--- src/rtl/fetch_queue.sv ---
`default_nettype none
// ============================================================================
//  Module   : fetch_queue
//  Purpose  : Instruction fetch stage. Drives the fetch PC to a combinational
//             instruction memory, captures the returned word and buffers
//             {pc, instr} pairs in a DEPTH-entry FIFO towards decode.
//             Supports redirect with queue flush and a fetch-enable hold.
//  Ports    : clk            - clock, rising edge
//             reset          - asynchronous active-low reset
//             fetch_en       - 1: fetch may advance, 0: hold fetch PC
//             imem_addr      - byte address to instruction memory (fetch PC)
//             imem_data      - instruction word for imem_addr (same cycle)
//             redirect_valid - jump/branch taken this cycle (flushes queue)
//             redirect_pc    - new fetch address, low two bits ignored
//             out_valid      - instruction presented to decode
//             out_ready      - decode accepts this cycle
//             out_instr      - presented instruction word
//             out_pc         - byte address of out_instr
//             count          - queue occupancy
//  Config   : FETCH_QUEUE_BYPASS_EN - when defined, an empty queue forwards
//             imem_data straight to decode in the same cycle.
//  Revision : 1.0 - initial release
// ============================================================================
module fetch_queue #(
   parameter int unsigned DEPTH    = 4,
   parameter logic [31:0] RESET_PC = 32'h0000_0000
) (
   input  logic                       clk,
   input  logic                       reset,
   input  logic                       fetch_en,
   output logic [31:0]                imem_addr,
   input  logic [31:0]                imem_data,
   input  logic                       redirect_valid,
   input  logic [31:0]                redirect_pc,
   output logic                       out_valid,
   input  logic                       out_ready,
   output logic [31:0]                out_instr,
   output logic [31:0]                out_pc,
   output logic [$clog2(DEPTH+1)-1:0] count
);

   localparam int unsigned         c_ptr_w = $clog2(DEPTH);
   localparam int unsigned         c_cnt_w = $clog2(DEPTH+1);
   localparam logic [c_cnt_w-1:0]  c_depth = c_cnt_w'(DEPTH);

   logic [31:0]        r_fetch_pc;
   logic [c_ptr_w-1:0] r_rd_ptr;
   logic [c_ptr_w-1:0] r_wr_ptr;
   logic [c_cnt_w-1:0] r_count;
   logic               r_out_valid;
   logic [31:0]        r_out_instr;
   logic [31:0]        r_out_pc;
   logic [31:0]        r_mem_pc    [DEPTH];
   logic [31:0]        r_mem_instr [DEPTH];

   logic               w_bypass_show;
   logic               w_bypass_take;
   logic               w_pop_q;
   logic               w_enq;
   logic               w_pc_adv;
   logic [c_cnt_w-1:0] w_left;
   logic [c_cnt_w-1:0] w_count_nxt;
   logic [c_ptr_w-1:0] w_rd_nxt;
   logic [31:0]        w_head_pc;
   logic [31:0]        w_head_instr;

`ifdef FETCH_QUEUE_BYPASS_EN
   // Empty queue: present the memory word directly to decode.
   assign w_bypass_show = (r_count == '0) && !redirect_valid && fetch_en;
`else
   assign w_bypass_show = 1'b0;
`endif
   assign w_bypass_take = w_bypass_show & out_ready;

   assign imem_addr = r_fetch_pc;
   assign count     = r_count;
   assign out_valid = w_bypass_show | r_out_valid;
   assign out_instr = w_bypass_show ? imem_data  : r_out_instr;
   assign out_pc    = w_bypass_show ? r_fetch_pc : r_out_pc;

   // r_out_valid is high exactly when the queue holds an entry, so a queue
   // pop never coincides with a bypass transfer.
   assign w_pop_q  = r_out_valid & out_ready;
   assign w_enq    = fetch_en & ~redirect_valid & ~w_bypass_take &
                     ((r_count != c_depth) | w_pop_q);
   assign w_pc_adv = w_enq | w_bypass_take;

   assign w_left      = r_count - c_cnt_w'(w_pop_q);
   assign w_count_nxt = w_left + c_cnt_w'(w_enq);
   assign w_rd_nxt    = r_rd_ptr + c_ptr_w'(w_pop_q);

   // Next head: if nothing remains after the pop, the head is the word being
   // enqueued now; otherwise it is the stored entry at the advanced read
   // pointer (never the slot being overwritten, since DEPTH >= 2).
   always_comb begin
      w_head_pc    = r_mem_pc[w_rd_nxt];
      w_head_instr = r_mem_instr[w_rd_nxt];
      if (w_left == '0) begin
         w_head_pc    = r_fetch_pc;
         w_head_instr = imem_data;
      end
   end

   // Storage array carries data only, so it needs no reset.
   always_ff @(posedge clk) begin
      if (w_enq) begin
         r_mem_pc[r_wr_ptr]    <= r_fetch_pc;
         r_mem_instr[r_wr_ptr] <= imem_data;
      end
   end

   always_ff @(posedge clk or negedge reset) begin
      if (!reset) begin
         r_fetch_pc  <= RESET_PC;
         r_rd_ptr    <= '0;
         r_wr_ptr    <= '0;
         r_count     <= '0;
         r_out_valid <= 1'b0;
         r_out_instr <= '0;
         r_out_pc    <= '0;
      end else if (redirect_valid) begin
         // A same-cycle pop has already been delivered; then flush.
         r_fetch_pc  <= redirect_pc & 32'hFFFF_FFFC;
         r_rd_ptr    <= '0;
         r_wr_ptr    <= '0;
         r_count     <= '0;
         r_out_valid <= 1'b0;
      end else begin
         if (w_pc_adv) begin
            r_fetch_pc <= r_fetch_pc + 32'd4;
         end
         if (w_enq) begin
            r_wr_ptr <= r_wr_ptr + c_ptr_w'(1);
         end
         r_rd_ptr    <= w_rd_nxt;
         r_count     <= w_count_nxt;
         r_out_valid <= (w_count_nxt != '0);
         if (w_count_nxt != '0) begin
            r_out_instr <= w_head_instr;
            r_out_pc    <= w_head_pc;
         end
      end
   end

endmodule
`default_nettype wire
--- config.mk ---
export PLATFORM = sky130hd
export DESIGN_NAME = fetch_queue
export DESIGN_NICKNAME = d
export VERILOG_FILES = /design/src/rtl/fetch_queue.sv
export SDC_FILE = /design/constraint.sdc
export NUM_CORES = 1
export LEC_CHECK = 0
export CORE_MARGIN = 2
export CORE_UTILIZATION = 35
export CTS_BUF_LIST = sky130_fd_sc_hd__clkbuf_2
export CTS_CLUSTER_SIZE = 28
export DETAILED_ROUTE_END_ITERATION = 16
export DONT_BUFFER_PORTS = 1
export HOLD_SLACK_MARGIN = 0.08
export PLACE_DENSITY = 0.54
export SYNTH_ARGS = -nofsm -noshare
export SYNTH_HDL_FRONTEND = slang
export SYNTH_SLANG_ARGS = --single-unit
--- constraint.sdc ---
create_clock -name clk -period 4.4 [get_ports clk]
set_input_delay 0.66 -clock clk [delete_from_list [all_inputs] [get_ports clk]]
set_output_delay 0.66 -clock clk [all_outputs]
set_load 0.005 [all_outputs]
After elaboration in Yosys (flattened, before gate mapping)
Memory sizes are Yosys's and may differ from the RTL's. Cells that the tools add are included.

$add $sub $neg: 5. Reduce and logical (&&, ||, !) cells: 4. Multiplexer cells: 11. Eq/ne operators: 1. Bitwise logic cells: 5.

Operators by type and width (number): $mux 32 (4); $add 32x3->32 const B (1); $mux 2 (3); $add 3x1->3 (1); $and 1x1->1 (3); $logic_not 3->1 (1); $mux 1 (3); $mux 3 (1); $ne 3x3->1 const B (1); $reduce_bool 3->1 (1); $sub 3x1->3 (1); $add 2x1->2 (1); $add 2x1->2 const B (1); $reduce_and 2->1 (1); $reduce_bool 2->1 (1); $not 1->1 (1); $or 1x1->1 (1).

Bits in writable memories: 256. Register bits after elaboration: 104. Memories kept: 2. Word-level logic and storage cells: 35. Output and inout port bits: 100.

Memory list: r_mem_instr (words 4, width 32, read ports 1, clocked after memory_dff 0, write ports 1, line 54) `logic [31:0] r_mem_instr [DEPTH];`; r_mem_pc (words 4, width 32, read ports 1, clocked after memory_dff 0, write ports 1, line 53) `logic [31:0] r_mem_pc [DEPTH];`.

Longest topological paths before layout
Depth after elaboration: 6. Gate-level depth with buffers: 13. Gate-level depth less buffers: 10.

Least setup slack after synthesis
Ideal clock, no wire load.

Path type: in2reg. Start: input port out_ready. End: memory r_mem_instr[0][0], enable pin. Stages: 4. Setup time: 427 ps. Arrival: 2929 ps. Path slack: 1044 ps. Data required time: 3973 ps. Path through: and2_1 > o21a_4 > clkbuf_1 > and3_1.

Longest elaborated chain between the ends: 5.

RTL lines: start: declaration (line 36) `input logic out_ready,`; $and 1x1->1 (line 83) `assign w_pop_q = r_out_valid & out_ready;`; $or 1x1->1 (line 85) `((r_count != c_depth) | w_pop_q);`; $and 1x1->1 (line 84) `assign w_enq = fetch_en & ~redirect_valid & ~w_bypass_take &`; $mux 1 (line 106) `if (w_enq) begin`; $mux 1 (not written as such) (line 108) `r_mem_instr[r_wr_ptr] <= imem_data;`; end: declaration (line 54).

Every way passes these cells.

Worst setup path after layout
Start: register r_count[2], in the netlist count[2]. End: register r_out_instr[9], in the netlist out_instr[9].

Longest elaborated chain between the ends: 6. Elaborated cells between the ends (all ways): 9. Those cells by class: add/sub (2); eq/ne (1); mux (1); bitwise (2); reduce/logical (3).

RTL lines: start: declaration (line 49) `logic [c_cnt_w-1:0] r_count;`; start signal: assignment (line 136) `r_count <= w_count_nxt;`; $ne 3x3->1 (line 85); $or 1x1->1 (line 85); $and 1x1->1 (line 84); $add 3x1->3 (line 89) `assign w_count_nxt = w_left + c_cnt_w'(w_enq);`; $reduce_bool 3->1 (line 138) `if (w_count_nxt != '0) begin`; $reduce_and 2->1 (no line); end signal: assignment (line 139) `r_out_instr <= w_head_instr;`; end: declaration (line 51) `logic [31:0] r_out_instr;`.

Several ways; a longest one is shown, not always the timed one. A chain may end at the register's enable or synchronous reset.

==> results.md <==
* CTS resizes at 0
* RSZ-0062 raised after global routing: false
* Dpl ws at 1.05 ns
* Setup TNS at 0 ns
* FF-to-FF path depth at 10
* Switch share at 0.341
* Clock-pin slew on the worst setup and hold paths at 0.09 ns
* Max Fclk at 0.310 GHz
* Die Width at 204 µm
* Area Overhead vs Synth at 15.8%
* Antenna viol nets, final at 0
* Max Cap Viol at 0
* DRC Markers at 0
* Layout cells sized above 1 at 0.239
* Status: finished, final reports clean
* Core region area at 39600 µm²
* Hold Crit Start: redirect_valid
* Final setup fails at 0
* Post-layout util at 0.409
* Mapped Cells at 838
* Buf/Inv on CP at 1
* DIE HEIGHT at 204 µm
* Register-to-Register Setup Slack at 1.17 ns
* Drt first pass iters at 5
* Root buf cell: clkbuf_2
* Post-CTS Setup Bufs at 0
* Synth Area in Compound Gates at 0.0385
* YS warnings at 0
* Largest net degree at the start of global routing at 101
* Worst Hold Path EP: imem_addr[26]$_DFFE_PN0P_
* VDD IR-drop max at 0.000483 V
* Via count at 7643
* IO buf count at 0
* Final Max Tran Viols at 0
* Arr. time, crit path at 4.02 ns
* Total chip power at 9380 µW
* Min setup slack post-route at 1.17 ns
* EDFF count, synth at 248
* Total grt overflow at 0
* PD cells at 579 nW/µm²
* NetSw at 3200 µW
* CP max stage cell: dfrtp_1
* CP Class: register to register
* Leakage at 0.00597 µW
* Part of the power in the clock network at 0.241
* Post-CTS Hold Buffers at 68
* Nets at 1049
* Synth Area in Simple Gates at 0.0585
* Sequential Power Share at 0.470
* Final hold vios at 0
* Mux cell area share after synthesis at 0.145
* Seq/Total Area, Yosys at 0.711
* Die ar. at 41600 µm²
* RePlAce Congestion at 0.746
* H-tree depth at 3
* Actual slew at the worst max-slew pin at 0.730 ns
* Fin Clk Skew at 0.0507 ns
* Clk buf depth at 3
* Syn Std Cell Area at 14000 µm²
* Worst EP required at 5.20 ns
* Worst path most repeated cell: ha_1
* Worst path cell trace: or3b_1, o21a_4, and2_1, ha_1, ha_1, xnor3_1, nand2_1, nand2_4, buf_4, o21ai_0
* Inserted Clock Buffers at 92
* Final standard cell count with taps included and fillers excluded at 1572
* CP Max Fanout at 48
* Synth cell types at 42
* Cell family with most CP delay: simple AND/OR/NAND/NOR gates
* Post-synthesis xor/xnor area fraction at 0.0185
* DR vias/cell at 4.86
* Cell Rows at 73
* Gate power share at 0.289
* GRT Total Usage at 0.156
* First DRT Iteration DRCs at 430
* Largest stage delay on the critical path at 0.49 ns
* Yosys reg bits at 348
* Fin crit share at 0.733
* CP Launch Type: register
* Adder-cell share of the synthesized area at 0.00894
* R2r startpoint: count[2]$_DFF_PN0_
* Crit. End Element: register
* Worst skew pair latency at 0.96 ns
* Asr flop ratio synth at 0.287
* HP Class: input pin to register
* Largest family of logic cells by synthesized area: multiplexers
* Clock Sinks at 348
* Mapped Avg Cell Area at 16.7 µm²
* RR Endpoint: out_instr[9]$_DFFE_PN0P_
* Wirelength, routed at 31700 µm
* Starting Density at 0.353
* Avg WL per Cell at 20.2 µm
* CTS tree: yes
* Hold path cells at 2
* Minimum clock period at 3.23 ns
* Vias in the first global route at 8089
* Placed cell count at 1333
* Relative slew margins at 0.513
* Pint at 6180 µW
* First-pass GRT wire length at 48400 µm
* Final HPWL DP at 18500 µm
* Top FF cell, synth: edfxtp_1
* Initial antenna violation count at 3
* Num ports at 169
stage by stage:
step | instance area [µm²] | hold WS, ns
after floorplan | 14000 | 0.364
after global placement | 14600 | 0.368
after detailed placement | 14600 | 0.368
after CTS | 16200 | 0.0885
after global routing | 16200 | 0.144
final | 16200 | 0.203
power by group through the flow:
| stage | registers (µW) | clock network (µW) | logic [µW] |
|---|---|---|---|
| after global routing | 4480 | 2540 | 3040 |
| after CTS | 4420 | 2380 | 2800 |
| after floorplan | 4350 | 0 | 2070 |
| after global placement | 4480 | 0 | 2660 |
| final | 4410 | 2270 | 2710 |
| after detailed placement | 4500 | 0 | 2690 |
flip-flops by register name, summed over array words and instances, names as in the netlist, 2 cells and up:
name,flops
out_instr,32
r_mem_pc,120
count,3
r_rd_ptr,2
imem_addr,30
r_wr_ptr,2
out_pc,30
r_mem_instr,128
layer usage:
metal,share of wire,GRT usage,vias to the layer above
met4,0.020,0.0621,2
met1,0.44,0.201,3849
met5,0.00041,0,-
met3,0.068,0.0509,45
li1,-,-,3520
met2,0.47,0.243,227
cell families after synthesis:
kind of cell	Yosys count
AOI/OAI and AO/OA	100
xor gates and xnor gates	28
adders and majority gates	10
buffers and inverters	59
DFF	348
muxes	125
other	1
and+or+nand+nor	167
cells in the mapped netlist (2+ instances only):
master	number	area, µm²
and4_1	3	26.3
xnor2_1	13	114
buf_4	4	30.0
and2_1	6	37.5
o21ai_1	17	85.1
edfxtp_1	248	7450
nand3_1	7	35.0
nand2_1	96	360
nor2_1	10	37.5
and3_1	11	68.8
xor2_1	14	123
clkbuf_1	20	75.1
mux2i_1	63	631
nand4_1	11	68.8
nor3_1	4	20.0
mux4_2	62	1400
a21oi_1	2	10.0
or3_1	3	18.8
inv_1	11	41.3
nor4_1	5	31.3
a31oi_1	4	25.0
ha_1	10	125
buf_2	22	110
dfrtp_1	100	2500
o21ai_0	73	365
nor2b_1	3	18.8
layout by cell type (no fill, tap or decap), types with 2 or more instances in the layout:
cell type	n
diode_2	3
nor2_1	10
o21ai_0	73
xnor2_1	13
a31oi_1	4
edfxtp_1	248
conb_1	4
inv_1	11
nand2_1	95
ha_1	9
nor3_1	3
buf_4	12
nand4_1	11
mux4_2	62
inv_2	2
a21oi_1	2
and4_1	3
nor2b_1	3
and3_4	5
dfrtp_1	100
clkbuf_2	147
dlygate4sd3_1	66
and2_1	6
nor4_1	5
buf_12	4
xor2_1	13
or3_1	3
o21ai_1	17
and3_1	7
clkinv_1	13
clkinv_2	5
mux2i_1	63
nand3_1	7
area by class of cell:
| class | count | area [µm²] |
|---|---|---|
| Fill cell | 3717 | 23400 |
| Sequential cell | 348 | 9950 |
| Multi-Input combinational cell | 434 | 3850 |
| Timing Repair Buffer | 83 | 858 |
| Clock buffer | 147 | 736 |
| Tap cell | 525 | 657 |
| Clock inverter | 21 | 111 |
| Inverter | 11 | 41.3 |
| Antenna cell | 3 | 7.51 |
worst max-delay path by stage:
stage / startpoint / end / slack (ns) / depth (start not counted)
floorplan: out_ready / r_mem_instr[0][0]$_DFFE_PP_ / 1.04 / 4
global placement: out_ready / out_instr[25]$_DFFE_PN0P_ / 1.09 / 10
detailed placement: out_ready / out_instr[12]$_DFFE_PN0P_ / 1.05 / 10
CTS: count[2]$_DFF_PN0_ / out_instr[12]$_DFFE_PN0P_ / 1.10 / 10
global route: count[2]$_DFF_PN0_ / out_instr[9]$_DFFE_PN0P_ / 0.89 / 10
finish: count[2]$_DFF_PN0_ / out_instr[9]$_DFFE_PN0P_ / 1.17 / 10
(Power assumes the default switching activity.)
